--- config.mk ---
export PLATFORM = sky130hd
export DESIGN_NAME = adder_pipe
export DESIGN_NICKNAME = d
export VERILOG_FILES = /design/src/rtl/adder_pipe.sv
export SDC_FILE = /design/constraint.sdc
export NUM_CORES = 1
export LEC_CHECK = 0
export BUFFER_PORTS_ARGS = -buffer_cell sky130_fd_sc_hd__buf_2
export CAP_MARGIN = 20
export CORE_ASPECT_RATIO = 0.7
export CORE_UTILIZATION = 53
export CTS_CLUSTER_SIZE = 8
export DETAILED_ROUTE_END_ITERATION = 8
export PLACE_DENSITY = 0.79
export SLEW_MARGIN = 10
export SYNTH_ARGS = -nofsm -noshare
export SYNTH_HDL_FRONTEND = slang
export SYNTH_SLANG_ARGS = --single-unit
--- constraint.sdc ---
create_clock -name clk -period 1.9 [get_ports clk]
set_input_delay 0.57 -clock clk [delete_from_list [all_inputs] [get_ports clk]]
set_output_delay 0.57 -clock clk [all_outputs]
set_load 0.005 [all_outputs]
--- src/rtl/adder_pipe.sv ---
// adder_pipe: valid/ready adder whose carry chain is cut into STAGES registered slices.
// Optional macro ADDER_PIPE_SAT_EN adds input 'sat' that clamps sum to all-ones on carry out.
module adder_pipe #(
    parameter int WIDTH  = 8,
    parameter int STAGES = 2
) (
    input  logic             clk,
    input  logic             rst_n,
    input  logic             in_valid,
    output logic             in_ready,
    input  logic [WIDTH-1:0] a,
    input  logic [WIDTH-1:0] b,
    input  logic             ci,
`ifdef ADDER_PIPE_SAT_EN
    input  logic             sat,
`endif
    output logic             out_valid,
    input  logic             out_ready,
    output logic [WIDTH-1:0] sum,
    output logic             co,
    output logic [15:0]      ovf_cnt
);

    localparam int SLICE = WIDTH / STAGES;

    if (WIDTH < 2 || WIDTH > 64) begin : g_bad_width
        $error("adder_pipe: WIDTH=%0d outside legal range 2..64", WIDTH);
    end
    if (STAGES < 1 || STAGES > 8) begin : g_bad_stages
        $error("adder_pipe: STAGES=%0d outside legal range 1..8", STAGES);
    end
    if (WIDTH % STAGES != 0) begin : g_bad_split
        $error("adder_pipe: WIDTH=%0d not divisible by STAGES=%0d", WIDTH, STAGES);
    end

    // One global advance: the whole pipe shifts or the whole pipe holds.
    logic adv;
    assign adv      = !out_valid || out_ready;
    assign in_ready = adv;

    for (genvar k = 0; k < STAGES; k++) begin : g_stage
        localparam int LO  = k * SLICE;             // sum bits already resolved upstream
        localparam int REM = WIDTH - LO - SLICE;    // operand bits still to be added after this stage

        logic [WIDTH-LO-1:0] a_hi, b_hi;
        logic                c_in, v_in;
        logic [SLICE:0]      slice_sum;
        logic [LO+SLICE-1:0] s_d, s_q;
        logic                v_q, c_q;
`ifdef ADDER_PIPE_SAT_EN
        logic                sat_in, sat_q;
`endif

        if (k == 0) begin : g_src
            assign a_hi = a;
            assign b_hi = b;
            assign c_in = ci;
            assign v_in = in_valid;
            assign s_d  = slice_sum[SLICE-1:0];
`ifdef ADDER_PIPE_SAT_EN
            assign sat_in = sat;
`endif
        end else begin : g_src
            assign a_hi = g_stage[k-1].g_rem.a_q;
            assign b_hi = g_stage[k-1].g_rem.b_q;
            assign c_in = g_stage[k-1].c_q;
            assign v_in = g_stage[k-1].v_q;
            assign s_d  = {slice_sum[SLICE-1:0], g_stage[k-1].s_q};
`ifdef ADDER_PIPE_SAT_EN
            assign sat_in = g_stage[k-1].sat_q;
`endif
        end

        assign slice_sum = {1'b0, a_hi[SLICE-1:0]} + {1'b0, b_hi[SLICE-1:0]}
                         + {{SLICE{1'b0}}, c_in};

        // NOTE: data registers are reset along with the valid bits so sum/co read 0 after reset.
        always_ff @(posedge clk or negedge rst_n) begin
            if (!rst_n) begin
                v_q   <= 1'b0;
                c_q   <= 1'b0;
                s_q   <= '0;
`ifdef ADDER_PIPE_SAT_EN
                sat_q <= 1'b0;
`endif
            end else if (adv) begin
                v_q   <= v_in;
                c_q   <= slice_sum[SLICE];
                s_q   <= s_d;
`ifdef ADDER_PIPE_SAT_EN
                sat_q <= sat_in;
`endif
            end
        end

        if (REM > 0) begin : g_rem
            logic [REM-1:0] a_q, b_q;

            always_ff @(posedge clk or negedge rst_n) begin
                if (!rst_n) begin
                    a_q <= '0;
                    b_q <= '0;
                end else if (adv) begin
                    a_q <= a_hi[WIDTH-LO-1:SLICE];
                    b_q <= b_hi[WIDTH-LO-1:SLICE];
                end
            end
        end
    end

    assign out_valid = g_stage[STAGES-1].v_q;
    assign co        = g_stage[STAGES-1].c_q;
`ifdef ADDER_PIPE_SAT_EN
    assign sum = (g_stage[STAGES-1].sat_q && g_stage[STAGES-1].c_q)
               ? {WIDTH{1'b1}} : g_stage[STAGES-1].s_q;
`else
    assign sum = g_stage[STAGES-1].s_q;
`endif

    // Counts raw carries on output transfers, even when the sum was clamped.
    always_ff @(posedge clk or negedge rst_n) begin
        if (!rst_n) begin
            ovf_cnt <= 16'h0000;
        end else if (out_valid && out_ready && co && ovf_cnt != 16'hFFFF) begin
            ovf_cnt <= ovf_cnt + 16'h0001;
        end
    end

endmodule

Word level (Yosys, flattened, before mapping)
Cells that the tools add are included.
{"block": "classes", "addsub": 5, "multipliers": 0, "n_div": 0, "n_lt_le_gt_ge": 0, "eq_ne": 1, "shifts": 0, "n_mux": 0, "n_bitwise": 0, "reduce_logical": 5}
{"operator": "16-bit by 1-bit adder with 16-bit output, second input constant", "n": 1}
{"operator": "16-bit != test, second input constant", "n": 1}
{"operator": "4-bit by 4-bit adder with 5-bit output", "n": 2}
{"operator": "5-bit by 1-bit adder with 5-bit output", "n": 2}
{"operator": "1-bit logical AND", "n": 3}
{"operator": "1-bit zero test", "n": 1}
{"operator": "1-bit logical OR", "n": 1}
{"block": "word_totals", "regBits": 40, "latchBits": 0, "ramBits": 0, "rom_bits": 0, "input_bits": 21, "word_cells": 20, "mem_count": 0}

Logic depth before layout (Yosys ltp)
{"block": "logic_depth", "word_depth": 3, "ltp_mapped": 8, "ltp_nobuf": 8}

Worst setup path before layout
Ideal clock, no wire load.
{"block": "synth_timing", "path_type": "input-to-reg", "startpoint": "in a[0]", "endpoint": "reg g_stage[0].c_q", "setup_time_ns": 0.087, "t_arrival_ns": 1.751, "t_required_ns": 1.813, "slack_ns": 0.062, "path_stages": 6, "n_path_buf": 0, "path_cell_list": "inv_1 > fa_1 > fa_1 > nor2b_1 > o21ai_0 > a22oi_1"}
{"block": "synth_via", "elab_chain_cells": 2}
{"item": "from (decl)", "line_no": "11", "text": "input logic [WIDTH-1:0] a,"}
{"item": "4-bit by 4-bit adder with 5-bit output", "line_no": "74", "text": "assign slice_sum = {1'b0, a_hi[SLICE-1:0]} + {1'b0, b_hi[SLICE-1:0]}"}
{"item": "5-bit by 1-bit adder with 5-bit output", "line_no": "75", "text": "+ {{SLICE{1'b0}}, c_in};"}
{"item": "to (signal assigned)", "line_no": "88", "text": "c_q <= slice_sum[SLICE];"}
{"item": "to (decl)", "line_no": "49", "text": "logic v_q, c_q;"}
Every way passes these cells.
A chain may end at the register's enable or synchronous reset.

Worst setup path after layout
{"block": "layout_timing", "startpoint": "reg ovf_cnt[0]", "endpoint": "reg ovf_cnt[12]"}
{"block": "layout_via", "elab_chain_cells": 2, "word_cells_on_any_way": 3}
{"item": "from (decl)", "line_no": "21", "text": "output logic [15:0] ovf_cnt"}
{"item": "from (signal assigned)", "line_no": "125", "text": "ovf_cnt <= ovf_cnt + 16'h0001;"}
{"item": "parallel branches: the longest is 2 deep, another holds 16-bit by 1-bit adder with 16-bit output"}
Several ways; the timed one is not identified.

==> impl_results.html <==
<table>
<tr><th>Metric</th><th>Value</th></tr>
<tr><th colspan="2">Die</th></tr>
<tr><td>Die span in y</td><td>53.8 um</td></tr>
<tr><td>Area of the die</td><td>0.00408 mm2</td></tr>
<tr><td>Floorplan Core Area</td><td>0.00358 mm2</td></tr>
<tr><td>Width of the die</td><td>75.9 um</td></tr>
<tr><td>Number of top-level pins</td><td>48</td></tr>
<tr><td>Initial cell density of the core</td><td>56.6%</td></tr>
<tr><td>Core Rows</td><td>18</td></tr>
<tr><th colspan="2">STA</th></tr>
<tr><td>Achievable Freq</td><td>573 MHz</td></tr>
<tr><td>Final hold vios</td><td>0</td></tr>
<tr><td>Fin worst setup slack</td><td>0.154 ns</td></tr>
<tr><td>Least-Margin Pin Slew</td><td>0.502 ns</td></tr>
<tr><td>Post-route fraction of the period consumed by the critical path</td><td>91.9%</td></tr>
<tr><td>Fin Hold WS</td><td>0.328 ns</td></tr>
<tr><td>Setup clock skew after layout</td><td>0.00360 ns</td></tr>
<tr><td>Max-slew violation count</td><td>0</td></tr>
<tr><td>Final Critical Period</td><td>1.75 ns</td></tr>
<tr><td># setup viols final</td><td>0</td></tr>
<tr><td>Worst-case headroom to the max-slew limit</td><td>66.6%</td></tr>
<tr><td>RSZ-0062 raised after global routing</td><td>no</td></tr>
<tr><th colspan="2">Detailed routing</th></tr>
<tr><td>Number of search-and-repair iterations in the first detailed-routing pass</td><td>4</td></tr>
<tr><td>Violation count after the first detailed-routing iteration</td><td>78</td></tr>
<tr><td>DRC violation count after routing</td><td>0</td></tr>
<tr><td>Via count</td><td>1628</td></tr>
<tr><td>Post-DRT Antenna Nets</td><td>0</td></tr>
<tr><td>Routed Wire Length</td><td>3.93 mm</td></tr>
<tr><td>Wirelength per Cell</td><td>12.6 um</td></tr>
<tr><td>Ratio of routed vias to standard cells</td><td>5.20</td></tr>
<tr><th colspan="2">Global route</th></tr>
<tr><td>Wire length of the first global-routing pass</td><td>6.71 mm</td></tr>
<tr><td>Tot GR Track Use</td><td>21.9%</td></tr>
<tr><td>Aggregate global routing overflow</td><td>0</td></tr>
<tr><td>Number of antenna violations at the first check in global routing</td><td>0</td></tr>
<tr><td>Via count of the first global-routing pass</td><td>1563</td></tr>
<tr><td>Maximum number of pins on one net before global-route repair</td><td>41</td></tr>
<tr><th colspan="2">Synth</th></tr>
<tr><td>Synthesized area</td><td>0.00203 mm2</td></tr>
<tr><td>Post-synth ARST share</td><td>100%</td></tr>
<tr><td>Nets in the synthesized netlist</td><td>236</td></tr>
<tr><td>Basic-gate share of the synthesized area counting and, or, nand and nor cells</td><td>22.7%</td></tr>
<tr><td>Total of flip-flops plus latches after synthesis</td><td>40</td></tr>
<tr><td>Dominant synthesized flop cell</td><td>sky130_fd_sc_hd__dfrtp_1</td></tr>
<tr><td>Avg Inst Size Synth</td><td>9.94 um2</td></tr>
<tr><td>Xor-xnor portion of the synthesized cell area</td><td>4.75%</td></tr>
<tr><td>Combinational family with the most area after synthesis</td><td>simple AND/OR/NAND/NOR gates</td></tr>
<tr><td>Number of different library cells in the post-synthesis netlist</td><td>36</td></tr>
<tr><td>Mux share of post-synthesis cell area</td><td>2.34%</td></tr>
<tr><td>Warning count from the yosys run</td><td>0</td></tr>
<tr><td>Share of synthesized cell area in full adder, half adder and majority cells</td><td>8.27%</td></tr>
<tr><td>Synth Area in Compound Gates</td><td>9.25%</td></tr>
<tr><td>Sequential share of the synthesized area</td><td>49.4%</td></tr>
<tr><td>Post-synth EDFFs</td><td>0</td></tr>
<tr><td>Synthesized instance count</td><td>204</td></tr>
<tr><th colspan="2">CTS</th></tr>
<tr><td>Clock root buffer</td><td>sky130_fd_sc_hd__clkbuf_8</td></tr>
<tr><td>Depth of the CTS H-tree</td><td>2</td></tr>
<tr><td>Maximum count of clock buffers along a single path</td><td>2</td></tr>
<tr><td>Setup fix buffers added after clock tree synthesis</td><td>0</td></tr>
<tr><td>Worst-skew pair later-pin latency</td><td>0.29 ns</td></tr>
<tr><td>Cts-stage hold buffer count</td><td>0</td></tr>
<tr><td>Clock sinks</td><td>40</td></tr>
<tr><td>Clock edge transition at the registers on the reported setup and hold paths</td><td>0.07 ns</td></tr>
<tr><td># resized after CTS</td><td>0</td></tr>
<tr><td>TritonCTS buffer count</td><td>5</td></tr>
<tr><td>TritonCTS clock tree</td><td>done</td></tr>
<tr><th colspan="2">Place</th></tr>
<tr><td>Half-perimeter wire length after detailed placement</td><td>2.85 mm</td></tr>
<tr><td>Port buffer count</td><td>47</td></tr>
<tr><td>Worst-case setup slack after placement</td><td>-0.117 ns</td></tr>
<tr><td>Global placer's final weighted congestion</td><td>0.765</td></tr>
<tr><td>Placed Instances</td><td>305</td></tr>
<tr><th colspan="2">Layout</th></tr>
<tr><td>Ant. Diodes</td><td>0</td></tr>
<tr><td>Share of post-route cells with drive strength above 1</td><td>27.4%</td></tr>
<tr><td>Final Net Count</td><td>294</td></tr>
<tr><td>Layout Cells excl Fill</td><td>313</td></tr>
<tr><td>Area growth from synthesis to layout</td><td>21.3%</td></tr>
<tr><td>Highest-count cells in the layout ignoring fill and taps</td><td>51 x sky130_fd_sc_hd__nand2_1, 47 x sky130_fd_sc_hd__buf_2, 40 x sky130_fd_sc_hd__dfrtp_1</td></tr>
<tr><td>Leading cell type in the layout, fill and taps excluded</td><td>sky130_fd_sc_hd__nand2_1</td></tr>
<tr><th colspan="2">Critical path</th></tr>
<tr><td>Cell count of the worst reg-to-reg path</td><td>5</td></tr>
<tr><td>Data arrival time of the critical path</td><td>1.92 ns</td></tr>
<tr><td>CP required</td><td>2.08 ns</td></tr>
<tr><td>Crit path kind</td><td>register to register</td></tr>
<tr><td>Startpoint type of the worst setup path</td><td>register</td></tr>
<tr><td>Critical-path maximum fanout</td><td>9</td></tr>
<tr><td>Worst reg2reg path endpoint</td><td>ovf_cnt[12]</td></tr>
<tr><td>Reg2Reg Launch Point</td><td>ovf_cnt[0]</td></tr>
<tr><td>Nature of the critical path endpoint</td><td>register</td></tr>
<tr><td>Worst setup slack for register-to-register paths</td><td>0.15 ns</td></tr>
<tr><th colspan="2">Flow run</th></tr>
<tr><td>Number of max-cap violations</td><td>0</td></tr>
<tr><th colspan="2">Power</th></tr>
<tr><td>Leakage power</td><td>1.27 nW</td></tr>
<tr><td>Cell Pwr Density</td><td>948 mW/mm2</td></tr>
<tr><td>Worst IR drop on VDD</td><td>0.538 mV</td></tr>
<tr><th colspan="2">Run status</th></tr>
<tr><td>Outcome</td><td>finished, final reports clean</td></tr>
<tr><th colspan="2">Hold path</th></tr>
<tr><td>Worst hold path class</td><td>input pin to async pin</td></tr>
</table>
==> cell families (layout without fill, tap and decap cells) <==
| family | Yosys count | after routing |
|---|---|---|
| XOR/XNOR | 11 | 11 |
| AND/OR/NAND/NOR | 89 | 89 |
| AO/OA/AOI/OAI | 31 | 31 |
| adder cells (fa/ha/maj) | 11 | 11 |
| multiplexers | 4 | 4 |
| buffers and inverters | 18 | 77 |
| flip-flops | 40 | 40 |
==> synthesized netlist by cell type, types with 4 or more instances <==
cell                       instances  share of area [%]
sky130_fd_sc_hd__a21oi_1          11                2.7
sky130_fd_sc_hd__inv_1            13                2.4
sky130_fd_sc_hd__ha_1              7                4.3
sky130_fd_sc_hd__xor2_1            6                2.6
sky130_fd_sc_hd__nor2_1            5               0.93
sky130_fd_sc_hd__fa_1              4                3.9
sky130_fd_sc_hd__nor2b_1           4                1.2
sky130_fd_sc_hd__nand4_1           5                1.5
sky130_fd_sc_hd__xnor2_1           5                2.2
sky130_fd_sc_hd__dfrtp_1          40                 49
sky130_fd_sc_hd__o21ai_0           9                2.2
sky130_fd_sc_hd__clkbuf_1          4               0.74
sky130_fd_sc_hd__nand2_1          51                9.4
==> report_power, final <==
part	switching, mW	total, mW	internal (mW)	leakage, nW
clock	0.286	0.582	0.296	0.0455
sequential	0.129	1.14	1.02	0.499
combinational	0.304	0.606	0.302	0.721
total	0.719	2.33	1.61	1.27
==> per-stage QoR <==
step           power (mW)  area (um2)  util (%)  TNS [ns]
4_1_cts              2.36        2460      68.7         0
3_3_place_gp         1.75        2370      66.2   -0.0803
2_1_floorplan        1.48        2030         -         0
3_5_place_dp         1.77        2370      66.2    -0.148
5_1_grt              2.50        2460      68.7         0
6_report             2.33        2460      68.7         0
==> worst max-delay path, cell delays in order, from the launching register on <==
cell and delay [ns]:
sky130_fd_sc_hd__dfrtp_1 0.36, sky130_fd_sc_hd__ha_1 0.17, sky130_fd_sc_hd__and3_4 0.22, sky130_fd_sc_hd__nand3_4 0.14, sky130_fd_sc_hd__nor4_1 0.39, sky130_fd_sc_hd__mux2_1 0.36
==> routing by layer <==
metal  part of all wire [%]  global-route usage, %  vias up
met5                      0                      0        -
met4                    1.3                   11.9        0
met3                    5.6                   5.08        7
met2                     43                   34.5       58
met1                     50                   28.9      756
li1                       -                      -      807
==> worst max-delay path by stage <==
stage               startpoint              to
detailed placement        a[0]  g_stage[0].c_q
CTS                 ovf_cnt[0]     ovf_cnt[12]
finish              ovf_cnt[0]     ovf_cnt[12]
global route        ovf_cnt[0]     ovf_cnt[12]
floorplan                 a[0]  g_stage[0].c_q
global placement          a[0]  g_stage[0].c_q
==> flip-flops by register name, summed over array words and instances, names as in the netlist <==
name               count
ovf_cnt               16
co                     1
g_stage.s_q            4
g_stage.c_q            1
g_stage.g_rem.a_q      4
g_stage.g_rem.b_q      4
sum                    8
g_stage.v_q            1
out_valid              1
==> layout make-up <==
type | count | area [um2]
Sequential cell | 40 | 1000
Inverter | 14 | 52.6
Multi-Input combinational cell | 146 | 960
Fill cell | 293 | 1120
Clock buffer | 8 | 90.1
Tap cell | 50 | 62.6
Timing Repair Buffer | 55 | 295
Power figures use the tool's default switching activity.
